`config.mk`:
```
export PLATFORM = sky130hd
export DESIGN_NAME = alu_share_ctrl
export DESIGN_NICKNAME = d
export VERILOG_FILES = /design/src/rtl/alu_share_pkg.sv /design/src/rtl/alu_core.sv /design/src/rtl/alu_share_ctrl.sv
export SDC_FILE = /design/constraint.sdc
export NUM_CORES = 1
export LEC_CHECK = 0
export CORE_MARGIN = 4
export CORE_UTILIZATION = 45
export CTS_BUF_LIST = sky130_fd_sc_hd__clkbuf_4 sky130_fd_sc_hd__clkbuf_8 sky130_fd_sc_hd__clkbuf_16
export DETAILED_ROUTE_END_ITERATION = 10
export GPL_TIMING_DRIVEN = 0
export PLACE_DENSITY = 0.82
export SLEW_MARGIN = 20
export SYNTH_ARGS = -nofsm -noshare
export SYNTH_HDL_FRONTEND = slang
export SYNTH_SLANG_ARGS = --single-unit
```
`constraint.sdc`:
```
create_clock -name clk -period 5.05 [get_ports clk]
set_clock_uncertainty 0.15 [all_clocks]
set_input_delay 0.505 -clock clk [delete_from_list [all_inputs] [get_ports clk]]
set_output_delay 0.505 -clock clk [all_outputs]
set_load 0.02 [all_outputs]
```
`src/rtl/alu_share_pkg.sv`:
```
// Shared constants and types for the shared-ALU controller.
// Optional flag outputs are enabled by defining ALU_SHARE_FLAGS_EN.
package alu_share_pkg;
   localparam int NREQ_DEF = 4;
   localparam int W_DEF    = 8;

   localparam logic [1:0] OP_ADD = 2'b00;
   localparam logic [1:0] OP_SUB = 2'b01;
   localparam logic [1:0] OP_AND = 2'b10;
   localparam logic [1:0] OP_OR  = 2'b11;

   typedef enum logic [1:0] {
      ST_IDLE = 2'd0,
      ST_EXEC = 2'd1,
      ST_HOLD = 2'd2
   } state_t;
endpackage

```
`src/rtl/alu_core.sv`:
```
// Combinational W-bit add/sub/and/or datapath.
// Carry/borrow and zero outputs exist only when ALU_SHARE_FLAGS_EN is defined.
module alu_core import alu_share_pkg::*; #(
   parameter int W = W_DEF
) (
   input  logic [W-1:0] a,
   input  logic [W-1:0] b,
   input  logic [1:0]   op,
`ifdef ALU_SHARE_FLAGS_EN
   output logic         carry,
   output logic         zero,
`endif
   output logic [W-1:0] y
);

   always_comb begin
      y = '0;
      unique case (op)
         OP_ADD:  y = a + b;
         OP_SUB:  y = a - b;
         OP_AND:  y = a & b;
         OP_OR:   y = a | b;
         default: y = '0;
      endcase
   end

`ifdef ALU_SHARE_FLAGS_EN
   logic [W:0] sum_x;
   logic [W:0] diff_x;

   assign sum_x  = {1'b0, a} + {1'b0, b};
   // top bit of the widened difference is the borrow (a < b unsigned)
   assign diff_x = {1'b0, a} - {1'b0, b};
   assign zero   = (y == '0);

   always_comb begin
      carry = 1'b0;
      unique case (op)
         OP_ADD:  carry = sum_x[W];
         OP_SUB:  carry = diff_x[W];
         default: carry = 1'b0;
      endcase
   end
`endif

endmodule

```
`src/rtl/alu_share_ctrl.sv`:
```
// Round-robin arbiter sharing one alu_core among NREQ requesters.
// Defining ALU_SHARE_FLAGS_EN adds the rsp_zero / rsp_carry outputs.
//
// state   | meaning
// --------+-------------------------------------------------------
// ST_IDLE | grant offered to one valid requester (round-robin)
// ST_EXEC | registered operands evaluated, response captured
// ST_HOLD | rsp_valid held until rsp_ready is sampled high
module alu_share_ctrl import alu_share_pkg::*; #(
   parameter int NREQ = NREQ_DEF,
   parameter int W    = W_DEF
) (
   input  logic                       clk,
   input  logic                       rst,
   input  logic [NREQ-1:0]            req_valid,
   output logic [NREQ-1:0]            req_ready,
   input  logic [NREQ*W-1:0]          req_a,
   input  logic [NREQ*W-1:0]          req_b,
   input  logic [NREQ*2-1:0]          req_op,
   output logic                       rsp_valid,
   input  logic                       rsp_ready,
   output logic [W-1:0]               rsp_y,
   output logic [$clog2(NREQ)-1:0]    rsp_id,
`ifdef ALU_SHARE_FLAGS_EN
   output logic                       rsp_zero,
   output logic                       rsp_carry,
`endif
   output logic                       busy
);

   localparam int IW = $clog2(NREQ);

   state_t          state_q, state_d;
   logic [IW-1:0]   ptr_q;
   logic [IW-1:0]   gnt_idx;
   logic            gnt_any;
   logic [NREQ-1:0] gnt;
   logic [W-1:0]    a_q, b_q, alu_y;
   logic [1:0]      op_q;
   logic [IW-1:0]   id_q;
`ifdef ALU_SHARE_FLAGS_EN
   logic            alu_carry, alu_zero;
`endif

   // first valid requester at or after ptr_q, wrapping; blocked during reset
   always_comb begin : p_grant
      int j;
      j       = 0;
      gnt     = '0;
      gnt_idx = '0;
      gnt_any = 1'b0;
      if (state_q == ST_IDLE && !rst) begin
         for (int k = 0; k < NREQ; k++) begin
            j = (int'(ptr_q) + k) % NREQ;
            if (!gnt_any && req_valid[j]) begin
               gnt_any = 1'b1;
               gnt_idx = IW'(j);
               gnt[j]  = 1'b1;
            end
         end
      end
   end

   assign req_ready = gnt;
   assign busy      = (state_q != ST_IDLE);

   always_comb begin
      state_d = state_q;
      unique case (state_q)
         ST_IDLE: if (gnt_any) state_d = ST_EXEC;
         ST_EXEC: state_d = ST_HOLD;
         ST_HOLD: if (rsp_ready) state_d = ST_IDLE;
         default: state_d = ST_IDLE;
      endcase
   end

   always_ff @(posedge clk) begin
      if (rst) state_q <= ST_IDLE;
      else     state_q <= state_d;
   end

   always_ff @(posedge clk) begin
      if (rst) begin
         ptr_q     <= '0;
         a_q       <= '0;
         b_q       <= '0;
         op_q      <= '0;
         id_q      <= '0;
         rsp_valid <= 1'b0;
         rsp_y     <= '0;
         rsp_id    <= '0;
`ifdef ALU_SHARE_FLAGS_EN
         rsp_zero  <= 1'b0;
         rsp_carry <= 1'b0;
`endif
      end else begin
         if (gnt_any) begin
            a_q   <= req_a[gnt_idx*W +: W];
            b_q   <= req_b[gnt_idx*W +: W];
            op_q  <= req_op[gnt_idx*2 +: 2];
            id_q  <= gnt_idx;
            ptr_q <= (gnt_idx == IW'(NREQ-1)) ? '0 : gnt_idx + 1'b1;
         end
         if (state_q == ST_EXEC) begin
            rsp_valid <= 1'b1;
            rsp_y     <= alu_y;
            rsp_id    <= id_q;
`ifdef ALU_SHARE_FLAGS_EN
            rsp_zero  <= alu_zero;
            rsp_carry <= alu_carry;
`endif
         end else if (state_q == ST_HOLD && rsp_ready) begin
            rsp_valid <= 1'b0;
         end
      end
   end

   alu_core #(.W(W)) u_core (
      .a     (a_q),
      .b     (b_q),
      .op    (op_q),
`ifdef ALU_SHARE_FLAGS_EN
      .carry (alu_carry),
      .zero  (alu_zero),
`endif
      .y     (alu_y)
   );

endmodule

```
==> results of run 1 <==
-- registers in the layout (all words and copies together) (netlist names) --
| name | count |
|---|---|
| a_q | 8 |
| b_q | 8 |
| ptr_q | 2 |
| op_q | 2 |
| state_q | 2 |
| id_q | 2 |
| rsp_valid | 1 |
| rsp_y | 8 |
| rsp_id | 2 |
-- metrics by stage --
stage                     hold WS, ns  setup WS, ns  total power [mW]
after CTS                       0.317         0.831              1.80
after floorplan                 0.276          1.56              1.24
after global routing            0.335         0.632              1.94
after detailed placement        0.306          1.15              1.54
final                           0.309         0.770              1.81
after global placement          0.293          1.25              1.51
-- power breakdown --
| group | leakage [nW] | internal, mW | switching (mW) |
|---|---|---|---|
| clock | 0.0581 | 0.147 | 0.111 |
| sequential | 0.290 | 0.361 | 0.0941 |
| combinational | 1.13 | 0.530 | 0.564 |
-- final timing paths --
check / from / endpoint / slack (ns)
max: ptr_q[0]$_SDFFE_PP0P_ / req_ready[3] / 0.77
min: rsp_y[4]$_SDFFE_PP0P_ / rsp_y[4]$_SDFFE_PP0P_ / 0.31
max reg2reg: ptr_q[0]$_SDFFE_PP0P_ / ptr_q[0]$_SDFFE_PP0P_ / 1.05
min reg2reg: rsp_y[4]$_SDFFE_PP0P_ / rsp_y[4]$_SDFFE_PP0P_ / 0.31
-- critical path: stages, from the launching register on --
cell                              delay (ns)
sky130_fd_sc_hd__dfxtp_1                0.43
sky130_fd_sc_hd__buf_4                  0.19
sky130_fd_sc_hd__buf_2                  0.25
sky130_fd_sc_hd__inv_1                  0.17
sky130_fd_sc_hd__ha_1                   0.31
sky130_fd_sc_hd__clkbuf_2               0.19
sky130_fd_sc_hd__mux4_2                 0.44
sky130_fd_sc_hd__and2b_1                0.34
sky130_fd_sc_hd__a22oi_1                0.09
sky130_fd_sc_hd__nor2_1                 0.11
sky130_fd_sc_hd__a221oi_1               0.06
sky130_fd_sc_hd__nor2_1                 0.12
sky130_fd_sc_hd__clkdlybuf4s50_1        0.62
-- cell type report --
class	count	area share, %
timing repair buffer	92	23.3
clock inverter	3	1.11
multi-input combinational	248	48.8
buffer	24	3.82
tap	75	2.37
sequential	35	17.7
clock buffer	5	1.74
inverter	13	1.23
-- routing by layer --
| layer | routed length, um | global-route usage (%) | up-vias |
|---|---|---|---|
| met2 | 3850 | 35.0 | 114 |
| met3 | 525 | 3.69 | 14 |
| li1 | - | - | 1389 |
| met4 | 143 | 6.83 | 0 |
| met1 | 3550 | 28.0 | 1340 |
| met5 | 0 | 0 | - |
-- cell families (layout without fill, tap and decap cells) --
logic type / count (synthesis) / in the layout / synth area share [%]
adders and majority gates: 21 / 21 / 9.45
buffers and inverters: 37 / 137 / 7.07
xor gates and xnor gates: 12 / 12 / 3.71
and+or+nand+nor: 78 / 78 / 13.7
AOI/OAI and AO/OA: 94 / 94 / 24.2
DFF: 35 / 35 / 24.7
muxes: 43 / 43 / 17.2
-- Yosys cell counts (2+ instances only) --
cell	number	share of area, %
sky130_fd_sc_hd__buf_6	3	1.2
sky130_fd_sc_hd__a221oi_1	10	3.1
sky130_fd_sc_hd__mux2_2	5	2.0
sky130_fd_sc_hd__nand3_1	5	0.88
sky130_fd_sc_hd__o21ai_0	15	2.7
sky130_fd_sc_hd__or2_2	2	0.44
sky130_fd_sc_hd__a2111oi_0	2	0.62
sky130_fd_sc_hd__inv_1	13	1.7
sky130_fd_sc_hd__nor2_1	28	3.7
sky130_fd_sc_hd__a21o_1	2	0.53
sky130_fd_sc_hd__clkbuf_1	14	1.9
sky130_fd_sc_hd__a221oi_2	7	3.7
sky130_fd_sc_hd__nor2b_1	3	0.66
sky130_fd_sc_hd__xor2_1	2	0.62
sky130_fd_sc_hd__a211oi_1	3	0.79
sky130_fd_sc_hd__nor4_1	2	0.44
sky130_fd_sc_hd__mux2i_1	34	12
sky130_fd_sc_hd__mux4_2	4	3.2
sky130_fd_sc_hd__ha_1	19	8.4
sky130_fd_sc_hd__dfxtp_1	35	25
sky130_fd_sc_hd__or3_1	2	0.44
sky130_fd_sc_hd__buf_12	2	1.4
sky130_fd_sc_hd__a221o_1	5	1.8
sky130_fd_sc_hd__nand2b_1	2	0.44
sky130_fd_sc_hd__a22oi_1	4	1.1
sky130_fd_sc_hd__a31oi_1	3	0.66
sky130_fd_sc_hd__o211ai_1	4	1.1
sky130_fd_sc_hd__nor3_1	8	1.4
sky130_fd_sc_hd__a21oi_1	31	5.5
sky130_fd_sc_hd__nand2_1	16	2.1
sky130_fd_sc_hd__buf_1	2	0.27
sky130_fd_sc_hd__xnor2_1	10	3.1
==> impl_summary.txt, run 1 <==
----------------------------------------------------
[Setup path]
  Worst Path Required ... ~4.4 ns
  Data arrival at the endpoint of the critical path ... about 3.6 ns
  Worst reg2reg path depth ... 15
  CP max FO ... 10
  Kind of start point of the critical path ... flop
  Setup Crit Path Kind ... flop to output port
  CP endpoint kind ... output port

[Floorplan]
  Starting Density ... a little under half
  # rows ... 28
  Die height ... ~87 um
  Core area ... 6030 um^2
  Num ports ... 95
  Die Footprint ... about 7600 um^2
  Die extent in x ... 87.3 um

[Global routing]
  Number of antenna violations at the first check in global routing ... 0
  Maximum number of pins on one net before global-route repair ... 13
  Global-route wire length before repair ... ~13 mm
  Number of global-route vias before repair ... 2733
  GRT overflow ... 0
  All-layer global routing usage ... between 20% and 30%

[CTS]
  Hold Buf Count CTS ... 0
  Resize count post-CTS ... 0
  Total CTS buffers ... 5
  Clock-pin transition on the worst setup and hold timing paths ... 0.08 ns
  TritonCTS clock tree ... yes
  Clock insertion delay at the later pin of the skew report ... roughly 0.3 ns
  Post-CTS Setup Bufs ... 0
  CTS root buf ... sky130_fd_sc_hd__clkbuf_8
  Maximum root-to-sink buffer count ... 2
  Sink Count ... 35
  H-tree depth reported by CTS ... 2

[STA]
  Portion of the clock cycle consumed by the worst path in the final layout ... a little over four fifths
  Setup violation total in the final timing report ... 0
  Setup TNS Final ... 0 ns
  Maximum clock frequency ... ~0.23 GHz
  Final Max Tran Viols ... 0
  Final-report hold violation count ... 0
  Unrepaired setup endpoints after global routing ... no
  Shortest period the worst path allows ... approximately 4.3 ns
  Actual slew at the worst max-slew pin ... between 0.8 and 0.9 ns
  Max-slew headroom at the worst pin ... 45.7%

[Routing]
  Final wirelength ... 8.07 mm
  Total via count after detailed routing ... between 2000 and 3000
  Via count normalized by instance count ... 5.77
  Pre-antenna DRT Iters ... 5
  Number of remaining DRC errors ... 0
  Count of routing violations after the opening detailed-route iteration ... 185
  Routed length per placed instance ... ~16 um
  Antenna violation net count after detailed routing ... 0

[Power]
  Leakage power figure ... roughly 1.5 nW
  Pwr/cell area ... ~460 nW/um^2
  Peak supply drop ... between 0.2 and 0.3 mV

[Place]
  Routability Congestion ... between 0.9 and 1
  Detail Placement HPWL ... roughly 6.3 mm
  Placed cell areas ... ~3800 um^2
  Placed cells ... 487
  Count of port buffers added during placement ... slightly above 90

[Cells and area]
  Fill cell count ... around 530
  Antenna cell count ... 0
  Fin cells ... about 500
  Total non-filler cell area in the finished layout ... roughly 4000 um^2
  Most common cell after layout, fill and taps aside ... sky130_fd_sc_hd__clkdlybuf4s50_1
  Final core utilization ... between 60 and 70%
  Commonest cells after routing, fill and taps aside ... 92 x sky130_fd_sc_hd__clkdlybuf4s50_1, 35 x sky130_fd_sc_hd__dfxtp_1, 34 x sky130_fd_sc_hd__mux2i_1
  Layout cells sized above 1 ... under 10%
  Register area ... approximately 700 um^2
  Area taken by multi-input logic gates ... just under 2000 um^2
  Area added between synthesis and finish ... 39.8%
  Nets ... 518

[Synth]
  Most common flop cell mapped by yosys ... sky130_fd_sc_hd__dfxtp_1
  Post-synthesis sequential element count ... 35
  Cell count after synthesis ... 320
  Number of synthesized flops with an enable pin ... 0
  Ys async rst share ... 0%
  Number of warning messages in the yosys log ... 0
  Syn avg cell area ... 8.85 um^2
  Synthesized netlist net count ... 419
  Post-synthesis cell area ... ~2800 um^2
  Proportion of synthesized chip area in sequential cells ... about 25%
  Number of distinct library cell variants in the gate-level netlist after synthesis ... 55

[Outcome]
  Status ... completed

[Worst hold path]
  Cell depth of the worst hold path ... 2
  Hold/Removal Path Class ... flop to flop

[Job]
  Reported max-cap violation count ... 0

----------------------------------------------------
No activity file was read; power rests on OpenSTA's default activity.
==> run 2: changes to the inputs <==
==> constraint.sdc (replaced) <==
create_clock -name clk -period 4.1 [get_ports clk]
set_clock_uncertainty 0.15 [all_clocks]
set_input_delay 0.41 -clock clk [delete_from_list [all_inputs] [get_ports clk]]
set_output_delay 0.41 -clock clk [all_outputs]
set_load 0.02 [all_outputs]
==> run 2 against run 1 <==
- hold slack about the same
- final cell count rose by 0.40%
- clock power is 24% higher
- total power increased by 24%
- combinational power is 25% higher
==> impl_summary.txt, run 2 (synthesis gave the netlist of run 1 again) <==
----------------------------------------------------
[Cells and area]
  Commonest cells after routing, fill and taps aside ... 88 x sky130_fd_sc_hd__clkdlybuf4s50_1, 35 x sky130_fd_sc_hd__dfxtp_1, 34 x sky130_fd_sc_hd__mux2i_1
  Layout cells sized above 1 ... 9.95% (+0.67 points)
  Antenna cell count ... 0 (unchanged)
  Most common cell after layout, fill and taps aside ... sky130_fd_sc_hd__clkdlybuf4s50_1
  Largest registers ranked by flip-flop count ... a_q x8, b_q x8, rsp_y x8
  Total non-filler cell area in the finished layout ... 3990 um^2 (+0.82%)
  Area added between synthesis and finish ... 40.9%
  Fill cell count ... 517 (-1.5%)
  Nets ... 520 (+0.39%)

[Routing]
  Routed length per placed instance ... 16.2 um (-0.38%)
  Via count normalized by instance count ... 5.74 (-0.47%)
  Count of routing violations after the opening detailed-route iteration ... 182 (-1.6%)
  Antenna violation net count after detailed routing ... 0 (unchanged)
  Final wirelength ... 8.07 mm (about the same)
  Number of remaining DRC errors ... 0 (unchanged)
  Pre-antenna DRT Iters ... 5 (unchanged)
  Total via count after detailed routing ... 2855 (-0.070%)

[Floorplan]
  # rows ... 28 (unchanged)
  Die extent in x ... 87.3 um (unchanged)
  Die Footprint ... 7630 um^2 (unchanged)
  Starting Density ... 47.0% (unchanged)
  Core area ... 6030 um^2 (unchanged)
  Num ports ... 95 (unchanged)
  Die height ... 87.3 um (unchanged)

[Setup path]
  CP endpoint kind ... flop
  Register-to-Register Setup Slack ... 0.25 ns (-0.80 ns)
  Maximum cell stage delay along the critical path ... 0.43 ns (-0.19 ns)
  Worst setup path end ... ptr_q[0]$_SDFFE_PP0P_
  Worst reg2reg path depth ... 15 (unchanged)
  Worst Path Required ... 4.12 ns (-0.27 ns)
  Start of the worst register-to-register path ... ptr_q[0]$_SDFFE_PP0P_
  Data arrival at the endpoint of the critical path ... 3.86 ns (+0.24 ns)
  Launch point of the worst path ... ptr_q[0]$_SDFFE_PP0P_
  Kind of start point of the critical path ... flop
  Instance count on the critical path ... 15 (+3)
  Crit Reg-Reg Endpoint ... ptr_q[0]$_SDFFE_PP0P_
  Ordered cell list for the critical path ... buf_4, clkbuf_4, inv_1, ha_1, clkbuf_2, mux4_2, and2b_1, o21ai_2, o31ai_4, and2_1, buf_6, buf_12, buf_12, ha_1, a2111oi_0
  CP max FO ... 10 (unchanged)
  Delay-heaviest family, CP ... buffers and inverters
  Cell type of the slowest stage on the worst timing path ... sky130_fd_sc_hd__dfxtp_1
  Setup Crit Path Kind ... flop to flop
  Sum of buffers and inverters on the critical path ... 7 (+2)

[Global routing]
  Maximum number of pins on one net before global-route repair ... 13 (unchanged)
  Number of antenna violations at the first check in global routing ... 0 (unchanged)
  Global-route wire length before repair ... 12.9 mm (+0.43%)
  GRT overflow ... 0 (unchanged)
  All-layer global routing usage ... 21.3% (+0.098 points)
  Number of global-route vias before repair ... 2746 (+0.48%)

[Place]
  Count of port buffers added during placement ... 92 (unchanged)
  Routability Congestion ... 0.920 (unchanged)
  Detail Placement HPWL ... 6.33 mm (unchanged)
  Placed cell areas ... 3850 um^2 (unchanged)

[CTS]
  H-tree depth reported by CTS ... 2 (unchanged)
  CTS root buf ... sky130_fd_sc_hd__clkbuf_8
  Clock insertion delay at the later pin of the skew report ... 0.30 ns (about the same)
  Clock-pin transition on the worst setup and hold timing paths ... 0.08 ns (about the same)
  Total CTS buffers ... 5 (unchanged)
  TritonCTS clock tree ... yes
  Maximum root-to-sink buffer count ... 2 (unchanged)
  Sink Count ... 35 (unchanged)
  Hold Buf Count CTS ... 0 (unchanged)

[Power]
  Peak supply drop ... 0.312 mV (+24%)
  Pwr/cell area ... 560 nW/um^2 (+23%)
  Leakage power figure ... 1.56 nW (+5.4%)
  Sw frac ... 42.4% (-0.12 points)
  Switching power ... 0.949 mW (+23%)
  Part of the total power dissipated in combinational logic ... 60.7% (about the same)
  Cell-internal power ... 1.29 mW (+24%)
  Clock network power share ... 14.2% (about the same)
  Share of total power in sequential cells ... 25.0% (-0.2 points)

[Outcome]
  Status ... completed

[STA]
  Max-slew headroom at the worst pin ... 47.3% (+1.6 points)
  Setup violation total in the final timing report ... 0 (unchanged)
  Shortest period the worst path allows ... 3.85 ns
  Portion of the clock cycle consumed by the worst path in the final layout ... a little over nine tenths
  Maximum clock frequency ... ~0.26 GHz
  Setup TNS Final ... 0 ns (unchanged)
  Unrepaired setup endpoints after global routing ... no
  Actual slew at the worst max-slew pin ... 0.790 ns (-0.0246 ns)
  Final Max Tran Viols ... 0 (unchanged)
  Final-report hold violation count ... 0 (unchanged)

[Job]
  Reported max-cap violation count ... 0 (unchanged)

[Worst hold path]
  Hold/Removal Path Class ... flop to flop

----------------------------------------------------
run 2: final cells by class:
type | instances | area [um^2] | share of cell area, %
multi-input cells | 248 | 1940 | 48.5
repair buffers | 94 | 946 | 23.7
flip-flops and latches | 35 | 701 | 17.5
plain buffers | 24 | 154 | 3.85
well taps | 75 | 93.8 | 2.35
clock buffers | 5 | 68.8 | 1.72
inverters | 13 | 48.8 | 1.22
clock inverters | 3 | 43.8 | 1.10
run 2: worst min-delay path by stage:
stage	from	cells past startpoint	to
6_report	rsp_y[4]$_SDFFE_PP0P_	2	rsp_y[4]$_SDFFE_PP0P_
5_1_grt	rsp_y[4]$_SDFFE_PP0P_	2	rsp_y[4]$_SDFFE_PP0P_
4_1_cts	id_q[0]$_SDFFE_PP0P_	2	rsp_id[0]$_SDFFE_PP0P_
3_5_place_dp	id_q[0]$_SDFFE_PP0P_	2	rsp_id[0]$_SDFFE_PP0P_
3_3_place_gp	rsp_id[0]$_SDFFE_PP0P_	2	rsp_id[0]$_SDFFE_PP0P_
2_1_floorplan	id_q[1]$_SDFFE_PP0P_	1	id_q[1]$_SDFFE_PP0P_
run 2: worst reg2reg max path: cells and delay by family, from the launching register on:
family                   cells  cell delay, ns
buffers and inverters        7            1.17
AO/OA/AOI/OAI                3            0.70
adder cells (fa/ha/maj)      2            0.51
AND/OR/NAND/NOR              2            0.45
flip-flops                   1            0.43
multiplexers                 1            0.30
run 2: routing by layer:
| metal | routed length [um] | vias up | part of all wire (%) | global-route usage (%) |
|---|---|---|---|---|
| li1 | - | 1393 | - | - |
| met1 | 3470 | 1331 | 43 | 28.0 |
| met2 | 3870 | 117 | 48 | 35.3 |
| met3 | 574 | 14 | 7.1 | 3.69 |
| met4 | 146 | 0 | 1.8 | 6.83 |
| met5 | 0 | - | 0 | 0 |
run 2: metrics by stage:
stage | utilization (%) | setup slack, ns | std cells | hold slack [ns] | power, mW
final | 66.3 | 0.253 | 497 | 0.309 | 2.24
after floorplan | - | 0.612 | 320 | 0.276 | 1.53
after CTS | 66.0 | 0.0690 | 497 | 0.317 | 2.22
after global placement | 63.8 | 0.333 | 487 | 0.293 | 1.86
after detailed placement | 63.8 | 0.200 | 487 | 0.306 | 1.90
after global routing | 66.3 | 0.00331 | 497 | 0.335 | 2.41
run 2: what timing repair did:
item / CTS / global route
setup endpoints to repair: 1 / 5
pin swaps: 0 / 0
buffers inserted: 2 / 0
resized for setup: 0 / 6
run 2: power groups by stage:
| stage | clock [mW] | sequential (mW) | combinational (mW) |
|---|---|---|---|
| global route | 0.331 | 0.574 | 1.50 |
| detailed placement | 0 | 0.563 | 1.33 |
| CTS | 0.317 | 0.557 | 1.35 |
| finish | 0.319 | 0.559 | 1.36 |
| global placement | 0 | 0.561 | 1.30 |
| floorplan | 0 | 0.564 | 0.962 |
==> run 3: changes to the inputs <==
--- a/config.mk
+++ b/config.mk
@@ -5,12 +5,13 @@
 export SDC_FILE = /design/constraint.sdc
 export NUM_CORES = 1
 export LEC_CHECK = 0
+export ABC_AREA = 1
 export CORE_MARGIN = 4
 export CORE_UTILIZATION = 45
 export CTS_BUF_LIST = sky130_fd_sc_hd__clkbuf_4 sky130_fd_sc_hd__clkbuf_8 sky130_fd_sc_hd__clkbuf_16
 export DETAILED_ROUTE_END_ITERATION = 10
 export GPL_TIMING_DRIVEN = 0
-export PLACE_DENSITY = 0.82
+export PLACE_DENSITY = 0.81
 export SLEW_MARGIN = 20
 export SYNTH_ARGS = -nofsm -noshare
 export SYNTH_HDL_FRONTEND = slang
==> run 3 against run 2 <==
- register-to-register slack better by 0.92 ns
- count of clock-buffer cells in the layout unchanged
- die area up 3.6%
- combinational power up 41%
- flip-flop and latch count unchanged
- final cell count up 30%
- clock power down 22%
- critical path type is now flop to output port
- largest cell class unchanged
- highest routed layer unchanged
==> impl_summary.txt, run 3 <==
----------------------------------------------------
[Outcome]
  Status ... completed

[Synth]
  Number of warning messages in the yosys log ... 0 (unchanged)
  Post-synthesis cell area ... 2950 um^2 (+4.0%)
  Ys async rst share ... 0% (unchanged)
  Cell types with the highest counts after synthesis ... 118 x sky130_fd_sc_hd__nand2_1, 57 x sky130_fd_sc_hd__nand3_1, 54 x sky130_fd_sc_hd__inv_1, 42 x sky130_fd_sc_hd__a21oi_1
  Post-synthesis sequential element count ... 35 (unchanged)
  Most used standard cell by instance count after synthesis ... sky130_fd_sc_hd__nand2_1
  Share of Yosys cell area claimed by the top area cell type ... 23.8% (-0.95 points)
  Post-synthesis cell type with the largest combined area ... sky130_fd_sc_hd__dfxtp_1
  Proportion of synthesized chip area in sequential cells ... 23.8% (-0.95 points)
  Number of distinct library cell variants in the gate-level netlist after synthesis ... 38 (-31%)
  Synthesized netlist net count ... 564 (+35%)
  Syn avg cell area ... 6.33 um^2 (-28%)
  Most common flop cell mapped by yosys ... sky130_fd_sc_hd__dfxtp_1
  Cell count after synthesis ... 465 (+45%)
  Biggest area contributors in the synthesized netlist ... sky130_fd_sc_hd__dfxtp_1 24%, sky130_fd_sc_hd__nand2_1 15%, sky130_fd_sc_hd__nand3_1 9.7%
  Number of synthesized flops with an enable pin ... 0 (unchanged)

[Routing]
  Routed length per placed instance ... 13.0 um (-20%)
  Pre-antenna DRT Iters ... 5 (unchanged)
  Via count normalized by instance count ... 5.21 (-9.4%)
  Antenna violation net count after detailed routing ... 0 (unchanged)
  Number of remaining DRC errors ... 0 (unchanged)
  Final wirelength ... 8.38 mm (+3.9%)
  Count of routing violations after the opening detailed-route iteration ... 240 (+32%)
  Total via count after detailed routing ... 3353 (+17%)

[Floorplan]
  Die height ... 88.9 um (+1.8%)
  Core area ... 6350 um^2 (+5.4%)
  Die extent in x ... 88.9 um (+1.8%)
  Starting Density ... 46.4% (-0.63 points)
  Die Footprint ... 7900 um^2 (+3.6%)
  # rows ... 29 (+3.6%)
  Num ports ... 95 (unchanged)

[STA]
  Actual slew at the worst max-slew pin ... 0.473 ns (-0.317 ns)
  Worst slack on hold paths ... 0.316 ns (+0.00605 ns)
  Setup violation total in the final timing report ... 0 (unchanged)
  Final Max Tran Viols ... 0 (unchanged)
  Setup TNS Final ... 0 ns (unchanged)
  Portion of the clock cycle consumed by the worst path in the final layout ... 84.5% (-9.3 points)
  Maximum clock frequency ... 0.289 GHz (+11%)
  Unrepaired setup endpoints after global routing ... no
  Post-route worst setup slack ... 0.635 ns (+0.382 ns)
  Shortest period the worst path allows ... 3.46 ns (-0.382 ns)
  Max-slew headroom at the worst pin ... 68.3% (+21 points)
  Final-report hold violation count ... 0 (unchanged)

[Setup path]
  Worst Path Required ... 3.54 ns (-0.58 ns)
  Data arrival at the endpoint of the critical path ... 2.90 ns (-0.96 ns)
  Register-to-Register Setup Slack ... 1.17 ns (+0.92 ns)
  CP max FO ... 9 (-1)
  Crit Reg-Reg Endpoint ... ptr_q[1]$_SDFFE_PP0P_
  CP endpoint kind ... output port
  Launch point of the worst path ... ptr_q[1]$_SDFFE_PP0P_
  Worst reg2reg path depth ... 14 (-1)
  Worst setup path end ... req_ready[0]
  Setup Crit Path Kind ... flop to output port
  Kind of start point of the critical path ... flop
  Start of the worst register-to-register path ... ptr_q[1]$_SDFFE_PP0P_

[CTS]
  Maximum root-to-sink buffer count ... 2 (unchanged)
  Clock insertion delay at the later pin of the skew report ... 0.29 ns (about the same)
  Clock-pin transition on the worst setup and hold timing paths ... 0.07 ns (about the same)
  CTS root buf ... sky130_fd_sc_hd__clkbuf_8
  H-tree depth reported by CTS ... 2 (unchanged)
  Total CTS buffers ... 5 (unchanged)
  Hold Buf Count CTS ... 0 (unchanged)
  Post-CTS Setup Bufs ... 0 (-2)
  Sink Count ... 35 (unchanged)
  TritonCTS clock tree ... yes
  Resize count post-CTS ... 0 (unchanged)

[Worst hold path]
  Hold/Removal Path Class ... flop to flop

[Cells and area]
  Largest registers ranked by flip-flop count ... a_q x8, b_q x8, rsp_y x8
  Most common cell after layout, fill and taps aside ... sky130_fd_sc_hd__nand2_1
  Nets ... 665 (+28%)
  Commonest cells after routing, fill and taps aside ... 118 x sky130_fd_sc_hd__nand2_1, 94 x sky130_fd_sc_hd__clkdlybuf4s50_1, 57 x sky130_fd_sc_hd__nand3_1
  Antenna cell count ... 0 (unchanged)
  Layout cells sized above 1 ... 7.41% (-2.5 points)
  Fin cells ... 644 (+30%)
  Area added between synthesis and finish ... 38.2%
  Fill cell count ... 601 (+16%)
  Total non-filler cell area in the finished layout ... 4070 um^2 (+2.0%)
  Final core utilization ... 64.1% (-2.1 points)

[Global routing]
  Number of antenna violations at the first check in global routing ... 0 (unchanged)
  All-layer global routing usage ... 22.2% (+0.84 points)
  Global-route wire length before repair ... 14.1 mm (+8.8%)
  GRT overflow ... 0 (unchanged)
  Maximum number of pins on one net before global-route repair ... 13 (unchanged)
  Number of global-route vias before repair ... 3182 (+16%)

[Place]
  Placed cell areas ... 3980 um^2 (+3.5%)
  Routability Congestion ... 0.905 (-1.6%)
  Count of port buffers added during placement ... 94 (+2.2%)
  Detail Placement HPWL ... 6.86 mm (+8.4%)
  Worst setup slack after placement ... 0.956 ns (+0.756 ns)
  Placed cells ... 636 (+31%)

[Power]
  Total power of the final layout ... 2.78 mW (+24%)
  Peak supply drop ... 0.362 mV (+16%)
  Pwr/cell area ... 683 nW/um^2 (+22%)
  Leakage power figure ... 1.92 nW (+23%)

[Job]
  Reported max-cap violation count ... 0 (unchanged)

----------------------------------------------------
==> run 3: cell count changes in the layout (fill, tap and decap cells not counted), sizes merged, moves of 11 or more <==
cell / delta
o21ai: +22
mux2i: -34
nand3: +56
clkbuf: -11
inv: +44
nand2: +112
a221oi: -17
a21oi: +11
==> run 3: report_power, final <==
group / total (mW) / internal (mW) / switching, mW
registers: 0.608 / 0.480 / 0.128
clock network: 0.250 / 0.118 / 0.132
logic: 1.92 / 0.767 / 1.15
==> run 3: routing by layer <==
| metal | GRT usage, % | share of wire (%) | vias to the layer above |
|---|---|---|---|
| met5 | 0 | 0 | - |
| met4 | 5.08 | 1.3 | 0 |
| met3 | 4.33 | 8.2 | 10 |
| met2 | 38.3 | 47 | 141 |
| met1 | 28.4 | 44 | 1467 |
| li1 | - | - | 1735 |
==> run 3: worst min-delay path by stage <==
stage | start | endpoint | slack (ns) | cells after the start
2_1_floorplan | id_q[1]$_SDFFE_PP0P_ | rsp_id[1]$_SDFFE_PP0P_ | 0.28 | 2
3_3_place_gp | id_q[1]$_SDFFE_PP0P_ | rsp_id[1]$_SDFFE_PP0P_ | 0.29 | 2
3_5_place_dp | rsp_valid$_SDFFE_PP0P_ | rsp_valid$_SDFFE_PP0P_ | 0.30 | 2
4_1_cts | rsp_valid$_SDFFE_PP0P_ | rsp_valid$_SDFFE_PP0P_ | 0.32 | 2
5_1_grt | id_q[1]$_SDFFE_PP0P_ | rsp_id[1]$_SDFFE_PP0P_ | 0.34 | 2
6_report | rsp_valid$_SDFFE_PP0P_ | rsp_valid$_SDFFE_PP0P_ | 0.32 | 2
==> run 3: cell families (layout without fill, tap and decap cells) <==
| family | Yosys count | in the layout | share of synthesized area, % |
|---|---|---|---|
| AOI/OAI and AO/OA | 102 | 102 | 19.0 |
| xor gates and xnor gates | 6 | 6 | 1.78 |
| adders and majority gates | 20 | 20 | 8.75 |
| buffers and inverters | 74 | 176 | 11.3 |
| DFF | 35 | 35 | 23.8 |
| and+or+nand+nor | 228 | 228 | 35.3 |
==> run 3: worst max-delay path, stage by stage, from the launching register on <==
cell and delay, ns:
sky130_fd_sc_hd__dfxtp_1 0.48, sky130_fd_sc_hd__inv_1 0.23, sky130_fd_sc_hd__ha_1 0.39, sky130_fd_sc_hd__inv_1 0.10, sky130_fd_sc_hd__nand2_1 0.09, sky130_fd_sc_hd__nand2_2 0.09
sky130_fd_sc_hd__nor2_8 0.15, sky130_fd_sc_hd__nand3b_2 0.14, sky130_fd_sc_hd__o2111ai_1 0.21, sky130_fd_sc_hd__nand2_1 0.07, sky130_fd_sc_hd__inv_1 0.06, sky130_fd_sc_hd__clkdlybuf4s50_1 0.59
==> run 3: layout make-up <==
cell class | count | area [um^2] | area share [%]
timing repair buffer | 94 | 941 | 23.1
tap | 77 | 96.3 | 2.37
buffer | 16 | 109 | 2.67
multi-input combinational | 356 | 1910 | 47.0
inverter | 58 | 224 | 5.50
sequential | 35 | 701 | 17.2
clock inverter | 3 | 20.0 | 0.492
clock buffer | 5 | 68.8 | 1.69
==> edit (flow settings as in run 2) <==
`NREQ_DEF`: 4 -> 2.
--- a/src/rtl/alu_share_pkg.sv
+++ b/src/rtl/alu_share_pkg.sv
@@ -2,5 +2,5 @@
 // Optional flag outputs are enabled by defining ALU_SHARE_FLAGS_EN.
 package alu_share_pkg;
-   localparam int NREQ_DEF = 4;
+   localparam int NREQ_DEF = 2;
    localparam int W_DEF    = 8;
 
Interface: changed (6 resized); port bits go from 95 to 54. No check against the original RTL was run, so the function may have changed too.
==> edit against run 2 <==
- setup slack gained 1.1 ns
- design area shrank 32%
- cell count shrank 28%
- synthesized cell count shrank 23%
- synthesized area shrank 28%
- routed wire length shrank 38%
- power shrank 53%
- worst hold slack lost 0.0046 ns
- sequential cell count shrank 3
- critical endpoint is now req_ready[1]
- largest power group unchanged
==> edit: results (changes against run 2) <==
post-DP HPWL 3.91 mm (-38%); multiplexer share of the synthesized area 0.0196 (-0.152); sequential power share 0.354 (+0.104); status finished, final reports clean; DRT Pass-1 Iters 4 (-1); largest net degree at the start of global routing 11 (-2); grt met3 use 0.0343 (-0.00260); P_leak 1.03 nW (-34%); Detail Route met3 WL 266 µm (-54%); post-CTS setup buffer count 0 (-2); worst slew pin tran 0.627 ns (-0.163 ns); Post-Syn Nets 299 (-29%); P_comb 447 µW (-67%); vias in the first global route 1,802 (-34%); post-synthesis cell type count 46 (-16%); worst path arrival time 2.22 ns (-1.64 ns); port buffer count 53 (-42%); first-pass GRT wire length 8.05 mm (-38%); post-DR wirelength/cell 14.0 µm (-14%); Switching Power 375 µW (-60%); final WL 5.02 mm (-38%); DP Worst Slack 1.31 ns (+1.11 ns); layout cells sized above 1 0.107 (+0.00797); Fill cells 399 (-23%); sequential cell area fraction in the yosys report 0.313 (+0.0660); total number of vias 1,933 (-32%); met2 WL 2.43 mm (-37%); nets@finish 359 (-31%); complex-gate fraction of the synthesized area 0.239 (-0.00232); Placer Congestion 0.865 (-5.9%); iteration-0 DRC count of the detailed router 111 (-39%); max incr delay on CP 0.61 ns (+0.18 ns); Switching Share 0.354 (-0.0701); Total GRT Usage 0.184 (-0.0296); GR Layer Usage met1 0.228 (-0.0516); Placed Instances 352 (-28%); XOR/XNOR Fraction of Synth Area 0.0428 (+0.00574); top cells by area, synth dfxtp_1, nand2_1, a311oi_2, ha_1, nor2_1; Gate Count Post-Synth 247 (-23%)
-- edit: cell count changes after synthesis, moves of 6 or more --
cell | before | now
inv_1 | 13 | 7
mux2i_1 | 34 | 4
o21ai_0 | 15 | 6
ha_1 | 19 | 10
nand2_1 | 16 | 44
clkbuf_1 | 14 | 6
a311oi_1 | 1 | 9
a21oi_1 | 31 | 16
a221oi_2 | 7 | 0
a311oi_2 | 0 | 9
a221oi_1 | 10 | 0
-- edit: worst paths after layout --
| path | start | endpoint | slack [ns] | depth (start not counted) |
|---|---|---|---|---|
| setup reg to reg | op_q[0]$_SDFFE_PP0P_ | rsp_y[5]$_SDFFE_PP0P_ | 1.41 | 10 |
| hold / removal | rsp_y[2]$_SDFFE_PP0P_ | rsp_y[2]$_SDFFE_PP0P_ | 0.30 | 2 |
| hold reg to reg | rsp_y[2]$_SDFFE_PP0P_ | rsp_y[2]$_SDFFE_PP0P_ | 0.30 | 2 |
| setup / recovery | rst | req_ready[1] | 1.32 | 6 |
-- edit: worst reg2reg max path, delay by kind of cell (launching register included) --
kind                     cells  cell delay, ns
AND/OR/NAND/NOR              2            0.30
adder cells (fa/ha/maj)      1            0.29
multiplexers                 1            0.33
AO/OA/AOI/OAI                4            0.83
flip-flops                   1            0.31
buffers and inverters        2            0.36
-- edit: layout make-up --
| class | instances | area (µm²) | share of cell area |
|---|---|---|---|
| repair buffers | 53 | 531 | 0.195 |
| clock inverters | 1 | 5.00 | 0.00184 |
| plain buffers | 16 | 86.3 | 0.0317 |
| flip-flops and latches | 32 | 641 | 0.235 |
| well taps | 52 | 65.1 | 0.0239 |
| clock buffers | 6 | 76.3 | 0.0280 |
| inverters | 8 | 31.3 | 0.0115 |
| multi-input cells | 191 | 1290 | 0.473 |
